==> src/rtl/lns_pkg.sv <==
// Shared LNS datapath constants: operand format, exact-zero code, FSM and shift-direction
// encodings, plus helpers that derive the exponent clamp bound and shift-counter width.
package lns_pkg;

  localparam int unsigned LOG_W  = 18;
  localparam int unsigned FRAC_W = 9;
  localparam int unsigned OUT_W  = 32;

  localparam logic [LOG_W-1:0] LNS_ZERO = {1'b1, {(LOG_W-1){1'b0}}};

  typedef enum logic [1:0] {
    StIdle  = 2'd0,
    StShift = 2'd1,
    StDone  = 2'd2
  } state_e;

  typedef enum logic {
    DirLeft  = 1'b0,
    DirRight = 1'b1
  } dir_e;

  // Largest left-shift exponent that still fits 1.f into a signed OUT_W result.
  function automatic int lmax(input int unsigned out_w, input int unsigned frac_w);
    return int'(out_w) - int'(frac_w) - 2;
  endfunction

  function automatic int unsigned cnt_width(input int unsigned out_w,
                                            input int unsigned frac_w);
    return $clog2(lmax(out_w, frac_w) + 1);
  endfunction

  localparam int LMAX = lmax(OUT_W, FRAC_W);

endpackage

==> src/rtl/lns_exp_decode.sv <==
// Combinational exponent decode of a Q-format log2 magnitude: splits integer/fraction,
// applies the exact-zero, saturation and flush-to-zero clamps and sets up the shifter.
module lns_exp_decode #(
  parameter int unsigned LOG_W  = lns_pkg::LOG_W,
  parameter int unsigned FRAC_W = lns_pkg::FRAC_W,
  parameter int unsigned OUT_W  = lns_pkg::OUT_W,
  parameter int unsigned CNT_W  = lns_pkg::cnt_width(OUT_W, FRAC_W)
) (
  input  logic [LOG_W-1:0] in_log_i,
  output logic [OUT_W-2:0] mag_o,
  output logic [CNT_W-1:0] cnt_o,
  output lns_pkg::dir_e    dir_o,
  output logic             zero_o,
  output logic             ovf_o,
  output logic             udf_o
);
  import lns_pkg::*;

  localparam int unsigned EXP_W = LOG_W - FRAC_W;
  localparam int unsigned MAG_W = OUT_W - 1;
  localparam logic signed [EXP_W-1:0] E_MAX = EXP_W'(lmax(OUT_W, FRAC_W));
  localparam logic signed [EXP_W-1:0] E_MIN = EXP_W'(-int'(FRAC_W));
  localparam logic [LOG_W-1:0] ZERO_CODE = {1'b1, {(LOG_W-1){1'b0}}};

  logic signed [EXP_W-1:0] e;
  logic signed [EXP_W-1:0] neg_e;
  logic [FRAC_W:0]         m;

  // Upper bits taken as signed are exactly floor(in_log / 2^FRAC_W).
  assign e     = signed'(in_log_i[LOG_W-1:FRAC_W]);
  assign neg_e = -e;
  assign m     = {1'b1, in_log_i[FRAC_W-1:0]};

  always_comb begin
    mag_o  = '0;
    cnt_o  = '0;
    dir_o  = DirLeft;
    zero_o = 1'b0;
    ovf_o  = 1'b0;
    udf_o  = 1'b0;
    if (in_log_i == ZERO_CODE) begin
      zero_o = 1'b1;
    end else if (e > E_MAX) begin
      ovf_o = 1'b1;
      mag_o = '1;
    end else if (e < E_MIN) begin
      udf_o = 1'b1;
    end else if (!e[EXP_W-1]) begin
      mag_o = MAG_W'(m);
      cnt_o = CNT_W'(e);
    end else begin
      mag_o = MAG_W'(m);
      cnt_o = CNT_W'(neg_e);
      dir_o = DirRight;
    end
  end

endmodule

==> src/rtl/lns_to_linear.sv <==
// Sign/log-magnitude LNS to linear fixed-point converter using the Mitchell antilog,
// shifting one bit per cycle between valid/ready handshakes.
module lns_to_linear #(
  parameter int unsigned LOG_W  = lns_pkg::LOG_W,
  parameter int unsigned FRAC_W = lns_pkg::FRAC_W,
  parameter int unsigned OUT_W  = lns_pkg::OUT_W
) (
  input  logic             clk,
  input  logic             rst,
  input  logic             in_valid,
  output logic             in_ready,
  input  logic [LOG_W-1:0] in_log,
  input  logic             in_sign,
  output logic             out_valid,
  input  logic             out_ready,
  output logic [OUT_W-1:0] out_data,
  output logic             out_ovf,
  output logic             out_udf
);
  import lns_pkg::*;

  localparam int unsigned MAG_W = OUT_W - 1;
  localparam int unsigned CNT_W = cnt_width(OUT_W, FRAC_W);

  state_e             state_q, state_d;
  logic [MAG_W-1:0]   mag_q, mag_d;
  logic [CNT_W-1:0]   cnt_q, cnt_d;
  dir_e               dir_q, dir_d;
  logic               sign_q, sign_d;
  logic               ovf_q, ovf_d;
  logic               udf_q, udf_d;
  logic [OUT_W-1:0]   data_q, data_d;
  logic               out_ovf_q, out_ovf_d;
  logic               out_udf_q, out_udf_d;

  logic [MAG_W-1:0]   dec_mag;
  logic [CNT_W-1:0]   dec_cnt;
  dir_e               dec_dir;
  logic               dec_zero, dec_ovf, dec_udf;
  logic [OUT_W-1:0]   mag_ext;

  lns_exp_decode #(
    .LOG_W  (LOG_W),
    .FRAC_W (FRAC_W),
    .OUT_W  (OUT_W),
    .CNT_W  (CNT_W)
  ) u_decode (
    .in_log_i (in_log),
    .mag_o    (dec_mag),
    .cnt_o    (dec_cnt),
    .dir_o    (dec_dir),
    .zero_o   (dec_zero),
    .ovf_o    (dec_ovf),
    .udf_o    (dec_udf)
  );

  assign mag_ext = {1'b0, mag_q};

  always_comb begin
    state_d   = state_q;
    mag_d     = mag_q;
    cnt_d     = cnt_q;
    dir_d     = dir_q;
    sign_d    = sign_q;
    ovf_d     = ovf_q;
    udf_d     = udf_q;
    data_d    = data_q;
    out_ovf_d = out_ovf_q;
    out_udf_d = out_udf_q;
    case (state_q)
      StIdle: begin
        if (in_valid) begin
          mag_d   = dec_mag;
          cnt_d   = dec_cnt;
          dir_d   = dec_dir;
          // Zero and flushed results must never come out as a negated pattern.
          sign_d  = in_sign & ~(dec_zero | dec_udf);
          ovf_d   = dec_ovf;
          udf_d   = dec_udf;
          state_d = StShift;
        end
      end
      StShift: begin
        if (cnt_q != '0) begin
          cnt_d = cnt_q - CNT_W'(1);
          mag_d = (dir_q == DirRight) ? {1'b0, mag_q[MAG_W-1:1]} : {mag_q[MAG_W-2:0], 1'b0};
        end else begin
          data_d    = sign_q ? -mag_ext : mag_ext;
          out_ovf_d = ovf_q;
          out_udf_d = udf_q;
          state_d   = StDone;
        end
      end
      StDone: begin
        if (out_ready) state_d = StIdle;
      end
      default: state_d = StIdle;
    endcase
  end

  always_ff @(posedge clk or posedge rst) begin
    if (rst) begin
      state_q   <= StIdle;
      mag_q     <= '0;
      cnt_q     <= '0;
      dir_q     <= DirLeft;
      sign_q    <= 1'b0;
      ovf_q     <= 1'b0;
      udf_q     <= 1'b0;
      data_q    <= '0;
      out_ovf_q <= 1'b0;
      out_udf_q <= 1'b0;
    end else begin
      state_q   <= state_d;
      mag_q     <= mag_d;
      cnt_q     <= cnt_d;
      dir_q     <= dir_d;
      sign_q    <= sign_d;
      ovf_q     <= ovf_d;
      udf_q     <= udf_d;
      data_q    <= data_d;
      out_ovf_q <= out_ovf_d;
      out_udf_q <= out_udf_d;
    end
  end

  assign in_ready  = (state_q == StIdle);
  assign out_valid = (state_q == StDone);
  assign out_data  = data_q;
  assign out_ovf   = out_ovf_q;
  assign out_udf   = out_udf_q;

endmodule

==> config.mk <==
export PLATFORM = sky130hd
export DESIGN_NAME = lns_to_linear
export DESIGN_NICKNAME = d
export VERILOG_FILES = /design/src/rtl/lns_pkg.sv /design/src/rtl/lns_exp_decode.sv /design/src/rtl/lns_to_linear.sv
export SDC_FILE = /design/constraint.sdc
export NUM_CORES = 1
export LEC_CHECK = 0
export BUFFER_PORTS_ARGS = -buffer_cell sky130_fd_sc_hd__buf_2
export CAP_MARGIN = 20
export CELL_PAD_IN_SITES_DETAIL_PLACEMENT = 0
export CELL_PAD_IN_SITES_GLOBAL_PLACEMENT = 1
export CORE_MARGIN = 2
export CORE_UTILIZATION = 48
export DETAILED_ROUTE_END_ITERATION = 6
export PLACE_DENSITY_LB_ADDON = 0.1
export SYNTH_ARGS = -nofsm -noshare
export SYNTH_HDL_FRONTEND = slang
export SYNTH_SLANG_ARGS = --single-unit
==> constraint.sdc <==
create_clock -name clk -period 4.1 [get_ports clk]
set_input_delay 0.82 -clock clk [delete_from_list [all_inputs] [get_ports clk]]
set_output_delay 0.82 -clock clk [all_outputs]
set_load 0.01 [all_outputs]
==> reports/metrics.csv <==
metric,value,unit
status,"complete, no violations",
critical path required time,4.34,ns
worst-margin pin slew,1.07,ns
P per Cell Area,822,nW/um^2
Fin Setup TNS,0,ns
Initial Util,0.493,
Final GP Congestion,0.795,
FILL cells,866,
Worst Setup Start Kind,input pin,
root buffer cell,clkbuf_8,
Die Span Y,101,um
Post-layout nets,553,
Slew Limit Fails,0,
synth unique cells,50,
syn_area_per_cell,9.40,um^2
clk_lat worst skew,0.35,ns
clk sinks,76,
share of layout cells above drive strength 1,0.237,
number of global-route vias before repair,3635,
Final ANT Viol Nets,0,
Pre-Repair DR Iteration Count,4,
via count,3689,
Final setup viols,0,
Critical R2R Launch,state_q[1]$_DFFE_PP0P_,
Worst Setup EP,mag_q[0]$_DFFE_PP0P_,
fin crit share,0.685,
Max Clock Skew,0.00859,ns
PostCTS Resize Cnt,0,
Leakage Power,2.14,nW
Area Growth Syn to Fin,12.7,%
Clock transition at path regs,0.08,ns
WS Path Type,input pin to flop,
Die Span X,101,um
Mapped Nets,515,
Rows,35,
#FFs+latches synth,76,
final non-filler cell total,656,
Hold/Removal Path Class,flop to flop,
yosys warns,0,
CP Launch Point,in_log[12],
largest net degree at the start of global routing,67,
relative slew slack,0.287,
# IOs,59,
WP data arrival,3.05,ns
total setup buffers inserted after CTS,0,
HPWL after DPL,7.27,mm
first-pass GRT wire length,17.9,mm
Inserted Diodes,0,
"commonest non-fill, non-tap cell in the layout",dfrtp_1,
CTS tree,built,
DP Cell Count,640,
Final Hold Viols,0,
htree depth,3,
vias per inst,5.62,
maxcap violations,0,
multiplexer share of the synthesized area,0.0829,
core footprint,9240,um^2
initial antenna violation count,0,
hold buffer count at CTS,0,
overall power,4.22,mW
FF-to-FF path depth,4,
Synth Area in Adders,0.0192,
clk buf depth,2,
final WL,10.6,mm
area of the multi-input gates,2450,um^2
maximum achievable frequency,0.356,GHz
simple-gate area share of the yosys netlist,0.226,
Most used DFF post-synth,dfrtp_1,
largest family of logic cells by synthesized area,simple AND/OR/NAND/NOR gates,
number of synthesized flops with an enable pin,0,
Tmin final,2.81,ns
Post-Synth XOR/XNOR Area,0.0615,
maximum vdd ir drop,0.000564,V
crit end category,flop,
register area share after synthesis,0.417,
pre-CTS setup slack,0.877,ns
Routed WL per cell,16.1,um
Critical R2R Capture,mag_q[0]$_DFFE_PP0P_,
Compound-Gate Fraction of Synth Area,0.149,
"commonest cells after routing, fill and taps aside","dfrtp_1, nor3_1, buf_2, nand2_1, o21ai_0",
synthesized cell area,4560,um^2
GRT Util Overall,0.220,
"reg-to-reg slack, setup",1.40,ns
RSZ-0062 raised after global routing,no,
DIE AREA,10300,um^2
remaining routing DRC violations,0,
CP Max Fanout,22,
Storage cell area,1900,um^2
synthesized instance count,485,
setup ws final,1.29,ns
fraction of registers with async set/reset,1.00,
cts bufs inserted,9,
buffers added on ports,58,
"Remaining Overflow, GRT",0,
DRT iter0 DRCs,285,
-- per-layer routing --
layer	up-vias	routed length (um)	GRT usage
met5	-	0	0
met4	0	116	0.0593
met3	11	393	0.0366
met2	65	5010	0.361
met1	1796	5050	0.303
li1	1817	-	-
-- critical path, stage by stage --
cell and delay, ns:
buf_2 0.12, nor4_1 0.25, o21ai_0 0.18, a21oi_2 0.87
nor2_1 0.38, o32a_1 0.43
-- logic make-up after synthesis --
family,count (synthesis)
and+or+nand+nor,188
AOI/OAI and AO/OA,97
DFF,76
buffers and inverters,50
muxes,35
xor gates and xnor gates,32
adders and majority gates,7
-- metrics by stage --
| stage | area [um^2] | hold WS, ns | util |
|---|---|---|---|
| after global placement | 4900 | 0.458 | 0.530 |
| after CTS | 5110 | 0.482 | 0.553 |
| after floorplan | 4560 | 0.446 | - |
| after detailed placement | 4910 | 0.465 | 0.531 |
| after global routing | 5140 | 0.505 | 0.556 |
| final | 5140 | 0.474 | 0.556 |
-- sequential cells by signal, indices dropped and copies added (netlist names) --
name      cells
udf_q         1
state_q       2
out_udf       1
out_ovf       1
ovf_q         1
cnt_q         5
mag_q        31
dir_q         1
sign_q        1
out_data     32
-- Yosys cell counts, types with 2 or more instances --
library cell / number / area, um^2
o22a_1: 9 / 78.8
buf_1: 5 / 18.8
o41ai_1: 2 / 17.5
inv_1: 10 / 37.5
xnor2_1: 5 / 43.8
o21ai_1: 7 / 35.0
o21ai_0: 50 / 250
nor2_1: 15 / 56.3
mux2i_1: 13 / 130
o221ai_1: 2 / 17.5
nand3_1: 6 / 30.0
nor3_1: 67 / 335
dfrtp_1: 76 / 1900
o41ai_2: 9 / 146
and2_1: 2 / 12.5
or3_1: 2 / 12.5
nand2_1: 55 / 206
buf_2: 6 / 30.0
a31oi_1: 3 / 18.8
clkbuf_1: 28 / 105
ha_1: 7 / 87.6
nor4_4: 3 / 63.8
nand2b_1: 3 / 18.8
nor2b_1: 5 / 31.3
xor2_1: 27 / 236
o31ai_1: 10 / 75.1
mux2_2: 22 / 248
nand3b_1: 9 / 67.6
nand4b_1: 2 / 17.5
nor4_1: 5 / 31.3
-- where the power goes --
part / leakage (nW) / internal [mW] / switching [mW]
Clock: 0.102 / 0.338 / 0.284
Sequential: 0.920 / 1.12 / 0.491
Combinational: 1.11 / 0.898 / 1.09
-- how the worst min path moves through the flow --
stage,to,depth (start not counted),startpoint,slack (ns)
global placement,out_data[11]$_DFFE_PP0P_,2,out_data[11]$_DFFE_PP0P_,0.46
floorplan,ovf_q$_DFFE_PP0P_,2,ovf_q$_DFFE_PP0P_,0.45
CTS,out_data[4]$_DFFE_PP0P_,2,out_data[4]$_DFFE_PP0P_,0.48
detailed placement,out_data[4]$_DFFE_PP0P_,2,out_data[4]$_DFFE_PP0P_,0.46
finish,out_data[25]$_DFFE_PP0P_,2,out_data[25]$_DFFE_PP0P_,0.47
global route,out_data[2]$_DFFE_PP0P_,2,out_data[2]$_DFFE_PP0P_,0.50
-- layout make-up --
type	instances	area share
clock inverters	5	0.0151
multi-input cells	359	0.478
well taps	129	0.0314
flip-flops and latches	76	0.370
repair buffers	67	0.0735
clock buffers	10	0.0248
inverters	10	0.00730
Power figures use the tool's default switching activity.
